--- src/rtl/seg7_pkg.sv ---
// seg7_pkg
// Shared constants for the seven-segment scan driver:
//   SEG_OFF           - all segments dark (active-low pattern)
//   SEG_A .. SEG_G    - bit positions of each segment in a 7-bit pattern
//   HEX_SEG           - active-low pattern for each hex nibble 0..F
//   hex_to_seg()      - table lookup helper
package seg7_pkg;

    localparam logic [6:0] SEG_OFF = 7'h7F;

    localparam int SEG_A = 0;
    localparam int SEG_B = 1;
    localparam int SEG_C = 2;
    localparam int SEG_D = 3;
    localparam int SEG_E = 4;
    localparam int SEG_F = 5;
    localparam int SEG_G = 6;

    // Index = nibble value. Lower-case b and d keep them distinct from 8 and 0.
    localparam logic [6:0] HEX_SEG [16] = '{
        7'h40, 7'h79, 7'h24, 7'h30,
        7'h19, 7'h12, 7'h02, 7'h78,
        7'h00, 7'h10, 7'h08, 7'h03,
        7'h46, 7'h21, 7'h06, 7'h0E
    };

    function automatic logic [6:0] hex_to_seg(input logic [3:0] nibble);
        return HEX_SEG[nibble];
    endfunction

endpackage

--- src/rtl/seg7_hex_decode.sv ---
// seg7_hex_decode
// Combinational hex nibble to active-low seven-segment pattern.
// Ports:
//   nibble  in  4  hex digit 0..F
//   seg     out 7  active-low segments, bit 0 = a ... bit 6 = g
module seg7_hex_decode
    import seg7_pkg::*;
(
    input  logic [3:0] nibble,
    output logic [6:0] seg
);

    always_comb begin
        seg = hex_to_seg(nibble);
    end

endmodule

--- src/rtl/seg7_scan_driver.sv ---
// seg7_scan_driver
// Time-multiplexed hex display driver. A DIGITS-wide hex value is held in a
// pending/active register pair; the active copy is scanned one digit per
// TICK_DIV-cycle slot onto a shared active-low segment bus.
//
// Ports:
//   clk        in   1         system clock
//   rst        in   1         asynchronous active-high reset
//   load       in   1         single-cycle strobe capturing value/dp_in/en_mask
//   value      in   4*DIGITS  hex nibbles, nibble i drives digit i
//   dp_in      in   DIGITS    decimal point per digit, 1 = lit
//   en_mask    in   DIGITS    per-digit enable, 0 = digit dark
//   seg_n      out  7         active-low segments, bit 0 = a ... bit 6 = g
//   dp_n       out  1         active-low decimal point
//   an_n       out  DIGITS    active-low digit select, at most one low
//   frame_done out  1         pulse in the cycle after the last slot ends
//
// Handshake: load has no ready; every cycle with load high is accepted. The
// captured data waits in the pending register and is promoted to the active
// register only at the frame boundary, so a frame never mixes two values.
//
// Build option: define SEG7_BLANK_LZ_EN to blank leading zero digits.
module seg7_scan_driver
    import seg7_pkg::*;
#(
    parameter int DIGITS   = 8,
    parameter int TICK_DIV = 1024
) (
    input  logic                  clk,
    input  logic                  rst,
    input  logic                  load,
    input  logic [4*DIGITS-1:0]   value,
    input  logic [DIGITS-1:0]     dp_in,
    input  logic [DIGITS-1:0]     en_mask,
    output logic [6:0]            seg_n,
    output logic                  dp_n,
    output logic [DIGITS-1:0]     an_n,
    output logic                  frame_done
);

    localparam int DIV_W = $clog2(TICK_DIV);
    localparam int IDX_W = (DIGITS > 1) ? $clog2(DIGITS) : 1;
    localparam logic [DIV_W-1:0] DIV_LAST = DIV_W'(TICK_DIV - 1);
    localparam logic [IDX_W-1:0] IDX_LAST = IDX_W'(DIGITS - 1);

    logic [DIV_W-1:0]    div;
    logic [IDX_W-1:0]    idx;
    logic [IDX_W-1:0]    idx_nxt;
    logic                tick;
    logic                wrap;

    logic [4*DIGITS-1:0] pend_value;
    logic [DIGITS-1:0]   pend_dp;
    logic [DIGITS-1:0]   pend_en;
    logic                pend_flag;

    logic [4*DIGITS-1:0] act_value;
    logic [DIGITS-1:0]   act_dp;
    logic [DIGITS-1:0]   act_en;
    logic [4*DIGITS-1:0] act_value_nxt;
    logic [DIGITS-1:0]   act_dp_nxt;
    logic [DIGITS-1:0]   act_en_nxt;

    logic [3:0]          cur_nibble;
    logic                cur_en;
    logic                cur_dp;
    logic                blank;
    logic [6:0]          dec_seg;
    logic [DIGITS-1:0]   an_sel;

    assign tick    = (div == DIV_LAST);
    assign wrap    = tick && (idx == IDX_LAST);
    assign idx_nxt = wrap ? '0 : idx + 1'b1;

    // Slot timing: divider and digit index.
    always_ff @(posedge clk or posedge rst) begin
        if (rst) begin
            div <= '0;
            idx <= '0;
        end else if (tick) begin
            div <= '0;
            idx <= idx_nxt;
        end else begin
            div <= div + 1'b1;
        end
    end

    // Next active contents. A load landing on the wrap tick bypasses the
    // pending register so it is shown in the frame that starts next cycle.
    always_comb begin
        act_value_nxt = act_value;
        act_dp_nxt    = act_dp;
        act_en_nxt    = act_en;
        if (wrap) begin
            if (load) begin
                act_value_nxt = value;
                act_dp_nxt    = dp_in;
                act_en_nxt    = en_mask;
            end else if (pend_flag) begin
                act_value_nxt = pend_value;
                act_dp_nxt    = pend_dp;
                act_en_nxt    = pend_en;
            end
        end
    end

    always_ff @(posedge clk or posedge rst) begin
        if (rst) begin
            pend_value <= '0;
            pend_dp    <= '0;
            pend_en    <= '0;
            pend_flag  <= 1'b0;
            act_value  <= '0;
            act_dp     <= '0;
            act_en     <= '0;
        end else begin
            act_value <= act_value_nxt;
            act_dp    <= act_dp_nxt;
            act_en    <= act_en_nxt;
            if (load && !wrap) begin
                pend_value <= value;
                pend_dp    <= dp_in;
                pend_en    <= en_mask;
                pend_flag  <= 1'b1;
            end else if (wrap) begin
                pend_flag <= 1'b0;
            end
        end
    end

    // Output registers load on tick, so the muxing looks at the digit and
    // active data that will be current after this edge.
    assign cur_nibble = act_value_nxt[{idx_nxt, 2'b00} +: 4];
    assign cur_en     = act_en_nxt[idx_nxt];
    assign cur_dp     = act_dp_nxt[idx_nxt];
    assign an_sel     = DIGITS'(1) << idx_nxt;

`ifdef SEG7_BLANK_LZ_EN
    // lz[i]: nibble i and every nibble above it are zero.
    logic [DIGITS-1:0] lz;
    always_comb begin
        lz = '0;
        lz[DIGITS-1] = (act_value_nxt[4*DIGITS-1 -: 4] == 4'h0);
        for (int i = DIGITS - 2; i >= 0; i--) begin
            lz[i] = lz[i+1] && (act_value_nxt[4*i +: 4] == 4'h0);
        end
    end
    // Digit 0 always shows, so a value of zero still displays "0".
    assign blank = (idx_nxt != '0) && lz[idx_nxt];
`else
    assign blank = 1'b0;
`endif

    seg7_hex_decode u_decode (
        .nibble (cur_nibble),
        .seg    (dec_seg)
    );

    always_ff @(posedge clk or posedge rst) begin
        if (rst) begin
            seg_n      <= SEG_OFF;
            dp_n       <= 1'b1;
            an_n       <= '1;
            frame_done <= 1'b0;
        end else begin
            frame_done <= wrap;
            if (tick) begin
                if (cur_en && !blank) begin
                    seg_n <= dec_seg;
                    dp_n  <= ~cur_dp;
                    an_n  <= ~an_sel;
                end else begin
                    // Dark slot: still takes its full time in the frame.
                    seg_n <= SEG_OFF;
                    dp_n  <= 1'b1;
                    an_n  <= '1;
                end
            end
        end
    end

endmodule

--- config.mk ---
export PLATFORM = sky130hd
export DESIGN_NAME = seg7_scan_driver
export DESIGN_NICKNAME = d
export VERILOG_FILES = /design/src/rtl/seg7_pkg.sv /design/src/rtl/seg7_hex_decode.sv /design/src/rtl/seg7_scan_driver.sv
export SDC_FILE = /design/constraint.sdc
export NUM_CORES = 1
export LEC_CHECK = 0
export CAP_MARGIN = 20
export CORE_MARGIN = 2
export CORE_UTILIZATION = 25
export CTS_BUF_LIST = sky130_fd_sc_hd__clkbuf_4
export CTS_CLUSTER_DIAMETER = 50
export CTS_CLUSTER_SIZE = 10
export DETAILED_ROUTE_END_ITERATION = 16
export GPL_TIMING_DRIVEN = 0
export PLACE_DENSITY_LB_ADDON = 0.25
export SLEW_MARGIN = 20
export SYNTH_ARGS = -nofsm -noshare
export SYNTH_HDL_FRONTEND = slang
export SYNTH_SLANG_ARGS = --single-unit
--- constraint.sdc ---
create_clock -name clk -period 7.8 [get_ports clk]
set_input_delay 1.17 -clock clk [delete_from_list [all_inputs] [get_ports clk]]
set_output_delay 1.17 -clock clk [all_outputs]
set_load 0.01 [all_outputs]
# == After elaboration in Yosys (flattened, before gate mapping) ==
# Memory sizes are Yosys's and may differ from the RTL's.
# Cells that the tools add are included.
# W data, S select, Z words.
# classes
n_lt_le_gt_ge,2
n_bitwise,3
eq_ne,2
shift,2
mux,22
n_reduce_logical,4
addsub,2
# op_table
cell,n
$mux W32,3
$mux W8,7
$shiftx A32 B6 Y4,1
$mux W7,3
$add A10 B1 Y10 const B,1
$eq A10 B10 Y1 const B,1
$mux W10,1
$not A8 Y8,1
$shl A1 B3 Y8 const A,1
$bmux W1 S3,2
$ge A5 B5 Y1 const B,1
$mux W1,5
$not A4 Y5,1
$lt A3 B4 Y1 const B,1
$add A3 B1 Y3 const B,1
$eq A3 B3 Y1 const B,1
$mux W3,1
$logic_and A1 B1 Y1,2
$reduce_bool A2 Y1,1
$logic_not A1 Y1,1
$not A1 Y1,1
# word_totals
register_bits,127
wordCells,51
memories,1
mem_bits_ro,112
# mem_list
memory,words,word_bits,rd,rd_ports_with_merged_regs,wr,line_no,rtl
(name not given),16,7,1,0,0,seg7_pkg.sv:28,return HEX_SEG[nibble];

# == Longest topological paths before layout ==
# depth
depth_word,9
mapped_depth,17

# == Modules after synthesis ==
# From an unflattened synthesis, not the netlist that was laid out.
# hier_totals
hier_cells,652
area_unflattened_um2,6521.3
# by_module_without_submodules
mod,instances,area_per_inst_um2,cells_each
seg7_scan_driver,1,6264.8,616
seg7_hex_decode,1,256.5,36

# == Worst setup path after synthesis ==
# No wires, ideal clock.
# synth_timing
path_type,flip-flop to flip-flop
start,register idx[0]
end,register seg_n[3]
stages_incl_launch_ff,14
setup_ps,76
arrival_time_ps,3390
synth_period_minus_slack_ps,3466
setup_slack_ps,4334
n_path_buf,3
path_cell_list,dfrtp_1 -> clkbuf_1 -> inv_1 -> ha_1 -> clkbuf_1 -> clkbuf_1 -> o21ai_0 -> o31ai_1 -> a211oi_1 -> or2_2 -> ha_1 -> nand2b_1 -> mux2_2 -> a31oi_2
# synth_via
elab_chain_len,9
word_cells_on_any_way,14
# synth_rtl
element,line_no,rtl
from (decl),seg7_scan_driver.sv:47,logic [IDX_W-1:0] idx;
from (signal assigned),seg7_scan_driver.sv:82,idx <= idx_nxt;
"parallel branches: the longest is 2 deep, another holds $add A3 B1 Y3",--,
$mux W3 (*),seg7_scan_driver.sv:73,assign idx_nxt = wrap ? '0 : idx + 1'b1;
net idx_nxt[1],seg7_scan_driver.sv:48,logic [IDX_W-1:0] idx_nxt;
$shiftx A32 B6 Y4,seg7_scan_driver.sv:133,"assign cur_nibble = act_value_nxt[{idx_nxt, 2'b00} +: 4];"
$not A4 Y5 (not written as such),seg7_pkg.sv:28,
$mem_v2 Z16 W7,--,
$mux W7 (not written as such) (2 in a row),seg7_pkg.sv:28,
$mux W7 (*),seg7_scan_driver.sv:168,if (cur_en && !blank) begin
to (signal assigned),seg7_scan_driver.sv:169,seg_n <= dec_seg;
to (decl),seg7_scan_driver.sv:35,"output logic [6:0] seg_n,"
# Mark *: on every way through the listed nets, which the timed path passes. The select of a mux whose other input is x is not followed.
# A chain may end at the register's enable or synchronous reset.

# == Worst setup path in the final report ==
# Ends and elaborated chain as after synthesis.

==> flow_metrics.py <==
metrics = {
    "cts": {
        "cts_sinks": 127,
        "htreeDepth": 4,
        "clk_latency_ps": 570,
        "cts_tree": "yes",
        "cts_setup_buffers": 0,
        "path_clk_slew_ps": 120,
        "cts_hold_buffers": 0,
        "ctsLongestPathBuffers": 2,
        "cts_buffers": 17,
        "clockRootBuffer": "clkbuf_4",
        "post_cts_resized": 0,
    },
    "detailed_routing": {
        "via_per_inst": 4.96,
        "drc": 0,
        "postRouteAntennaNets": 0,
        "avgRoutedWirePerCell_microns": 17.9,
        "finalWirelength_mm": 18.7,
        "vias": 5190,
        "first_pass_iters": 6,
        "drt_iter0_markers": 431,
    },
    "sta": {
        "rsz0062_at_grt": "false",
        "finClkSkew_ps": 26.2,
        "slew_headroom_pct": 46.6,
        "setup_viol": 0,
        "max_freq_ghz": 0.215,
        "hold_viol_final": 0,
        "setup_ws_ps": 3150,
        "tns_ps": 0,
        "tightest_slew_ps": 792,
        "finalMaxSlewViolations": 0,
        "finalCritPeriodShare_pct": 59.6,
        "fin_crit_ps": 4650,
    },
    "yosys": {
        "syn_avg_cell_area_sq_um": 10.3,
        "synth_common_cells": "111 x dfrtp_1, 74 x nor2_1, 62 x o22ai_1",
        "synth_cells": 617,
        "synthFlopType": "dfrtp_1",
        "ys_seq_elements": 127,
        "synth.most_common_cell": "dfrtp_1",
        "yosysTopAreaCell": "dfrtp_1",
        "seq_area_frac_synth_pct": 50.5,
        "syn_nets": 680,
        "synth_cell_types": 69,
        "syn-cell-area_sq_um": 6340,
        "synth_area_leaders": "dfrtp_1 44%, mux2_2 8.2%, dfstp_2 6.6%",
        "yosys_warnings": 0,
        "synth_edf_count": 0,
        "synth_top_cell_area_share_pct": 43.8,
        "async_reset_ff_share_pct": 100,
    },
    "cells_and_area": {
        "nets": 767,
        "drive_gt1_share_pct": 18.2,
        "regArea_sq_um": 3200,
        "multi_input_area_sq_um": 2860,
        "area_delta_synth_final_pct": 22.6,
        "fillCellCount": 2635,
    },
    "hold_path": {
        "hold_end": "div[0]",
        "worst_hold_path_type": "reg -> reg",
        "min_from": "div[0]",
        "min_delay_path_depth": 1,
    },
    "global_routing": {
        "grt_first_pass_wirelength_mm": 29.7,
        "grt_max_degree": 91,
        "antenna_found_initial": 1,
        "grt_pass1_vias": 5054,
        "overflow": 0,
        "gr-usage-all-layers_pct": 14.6,
    },
    "floorplan": {
        "die_height_microns": 163,
        "core_area_sq_um": 25000,
        "ios": 68,
        "start_util_pct": 25.3,
        "rows": 58,
        "dieArea_sq_um": 26600,
        "die_w_microns": 163,
    },
    "pwr": {
        "net-switching-power_uw": 330,
        "p_clk_share_pct": 38.6,
        "power.share.sequential_pct": 54.0,
        "swShare_pct": 25.6,
        "pwr-share-comb_pct": 7.4,
        "p_leak_nw": 3.23,
        "peakVddDrop_v": 0.0000770,
        "p_int_uw": 958,
        "p_per_area_nw_per_um2": 166,
    },
    "critical_path": {
        "reg2reg_depth": 14,
        "worstPathMaxFanout": 10,
        "path_class": "reg -> reg",
        "endpoint_kind": "flop",
        "critPathRequiredTime_ps": 8290,
        "startpoint_type": "flop",
        "critical_path_arrival_ps": 5150,
        "rr_startpoint": "idx[0]",
        "rrSetupSlack_ps": 3150,
        "reg2reg_to": "seg_n[3]",
    },
    "placement": {
        "gp_congestion": 0.776,
        "port_buffers": 67,
        "place_hpwl_mm": 13.2,
        "preCtsSetupSlack_ps": 3040,
    },
    "status": {
        "status": "complete, no violations",
    },
    "run": {
        "maxCapViolCount": 0,
    },
}
[critical path: stages, from the launching register on]
cell and delay, ps:
dfrtp_1 520, clkbuf_1 440, inv_1 320, ha_1 360, clkbuf_1 420, clkbuf_1 420
o21ai_0 290, inv_1 130, a221oi_2 60, a21oi_1 500, inv_1 180, ha_1 350
nand2b_1 140, mux2_2 290, a31oi_2 160
[metal layers]
layer / global-route usage [%] / up-vias / part of all wire, %
li1: - / 2459 / -
met1: 21.0 / 2567 / 49
met2: 21.5 / 140 / 45
met3: 3.33 / 24 / 4.5
met4: 4.83 / 0 / 1.9
met5: 0 / - / 0
[through the flow]
stage          hold WS [ps]  cell area, sq um  utilization (%)  power [mW]  instances
3_3_place_gp            472              7420             29.6       0.802       1014
4_1_cts                 494              7770             31.0        1.30       1046
2_1_floorplan           448              6340                -       0.753        617
3_5_place_dp            472              7460             29.8       0.805       1015
5_1_grt                 513              7770             31.0        1.35       1047
6_report                494              7770             31.0        1.29       1047
[worst max-delay path by stage]
stage / startpoint / endpoint / slack, ps
final: idx[0] / seg_n[3] / 3150
after CTS: idx[0] / seg_n[3] / 3200
after global placement: rst / pend_value[20] / 1030
after detailed placement: load / seg_n[3] / 3040
after floorplan: rst / act_dp[0] / 3270
after global routing: idx[0] / seg_n[3] / 2880
[registers in the layout (all words and copies together) (netlist names)]
register	flops
pend_en	8
seg_n	7
frame_done	1
act_value	32
pend_dp	8
idx	3
act_dp	8
an_n	8
pend_flag	1
div	10
dp_n	1
pend_value	32
act_en	8
[power by group through the flow]
stage,logic [mW],clock network (mW),registers [mW]
6_report,0.0949,0.497,0.696
3_5_place_dp,0.0969,0,0.709
2_1_floorplan,0.0484,0,0.705
3_3_place_gp,0.0940,0,0.708
4_1_cts,0.0972,0.509,0.696
5_1_grt,0.104,0.545,0.700
[cells in the final DEF (no fill, tap or decap), drive strengths merged, types with 4 or more instances in the layout]
cell type,synthesis,layout
nand2,36,36
o22ai,62,62
clkinvlp,0,5
inv,20,20
clkdlybuf4s50,0,67
clkinv,0,5
dfstp,16,16
buf,16,17
clkbuf,29,47
mux2i,6,6
xor2,5,5
o21ai,27,27
nor2,75,75
nand3,14,14
and2,4,4
o31ai,4,4
a21oi,48,48
ha,12,12
dfrtp,111,111
nand2b,4,4
nand4,5,5
o221ai,5,5
mux2,47,47
a31oi,20,20
[kinds of logic after synthesis]
| logic type | after synthesis | share of synthesized area [%] |
|---|---|---|
| AO/OA/AOI/OAI | 195 | 20.2 |
| AND/OR/NAND/NOR | 156 | 11.5 |
| XOR/XNOR | 7 | 0.967 |
| buffers and inverters | 65 | 4.50 |
| adder cells (fa/ha/maj) | 12 | 2.37 |
| flip-flops | 127 | 50.5 |
| multiplexers | 55 | 10.1 |
[cell type report]
cell class | count | area share (%)
inverter | 20 | 1.06
buffer | 45 | 2.71
timing repair buffer | 68 | 8.99
sequential | 127 | 41.2
clock buffer | 18 | 1.74
tap | 330 | 5.31
multi-input combinational | 425 | 36.8
antenna | 1 | 0.0322
clock inverter | 13 | 2.16
Note: power is estimated with default switching activity, not from simulation.
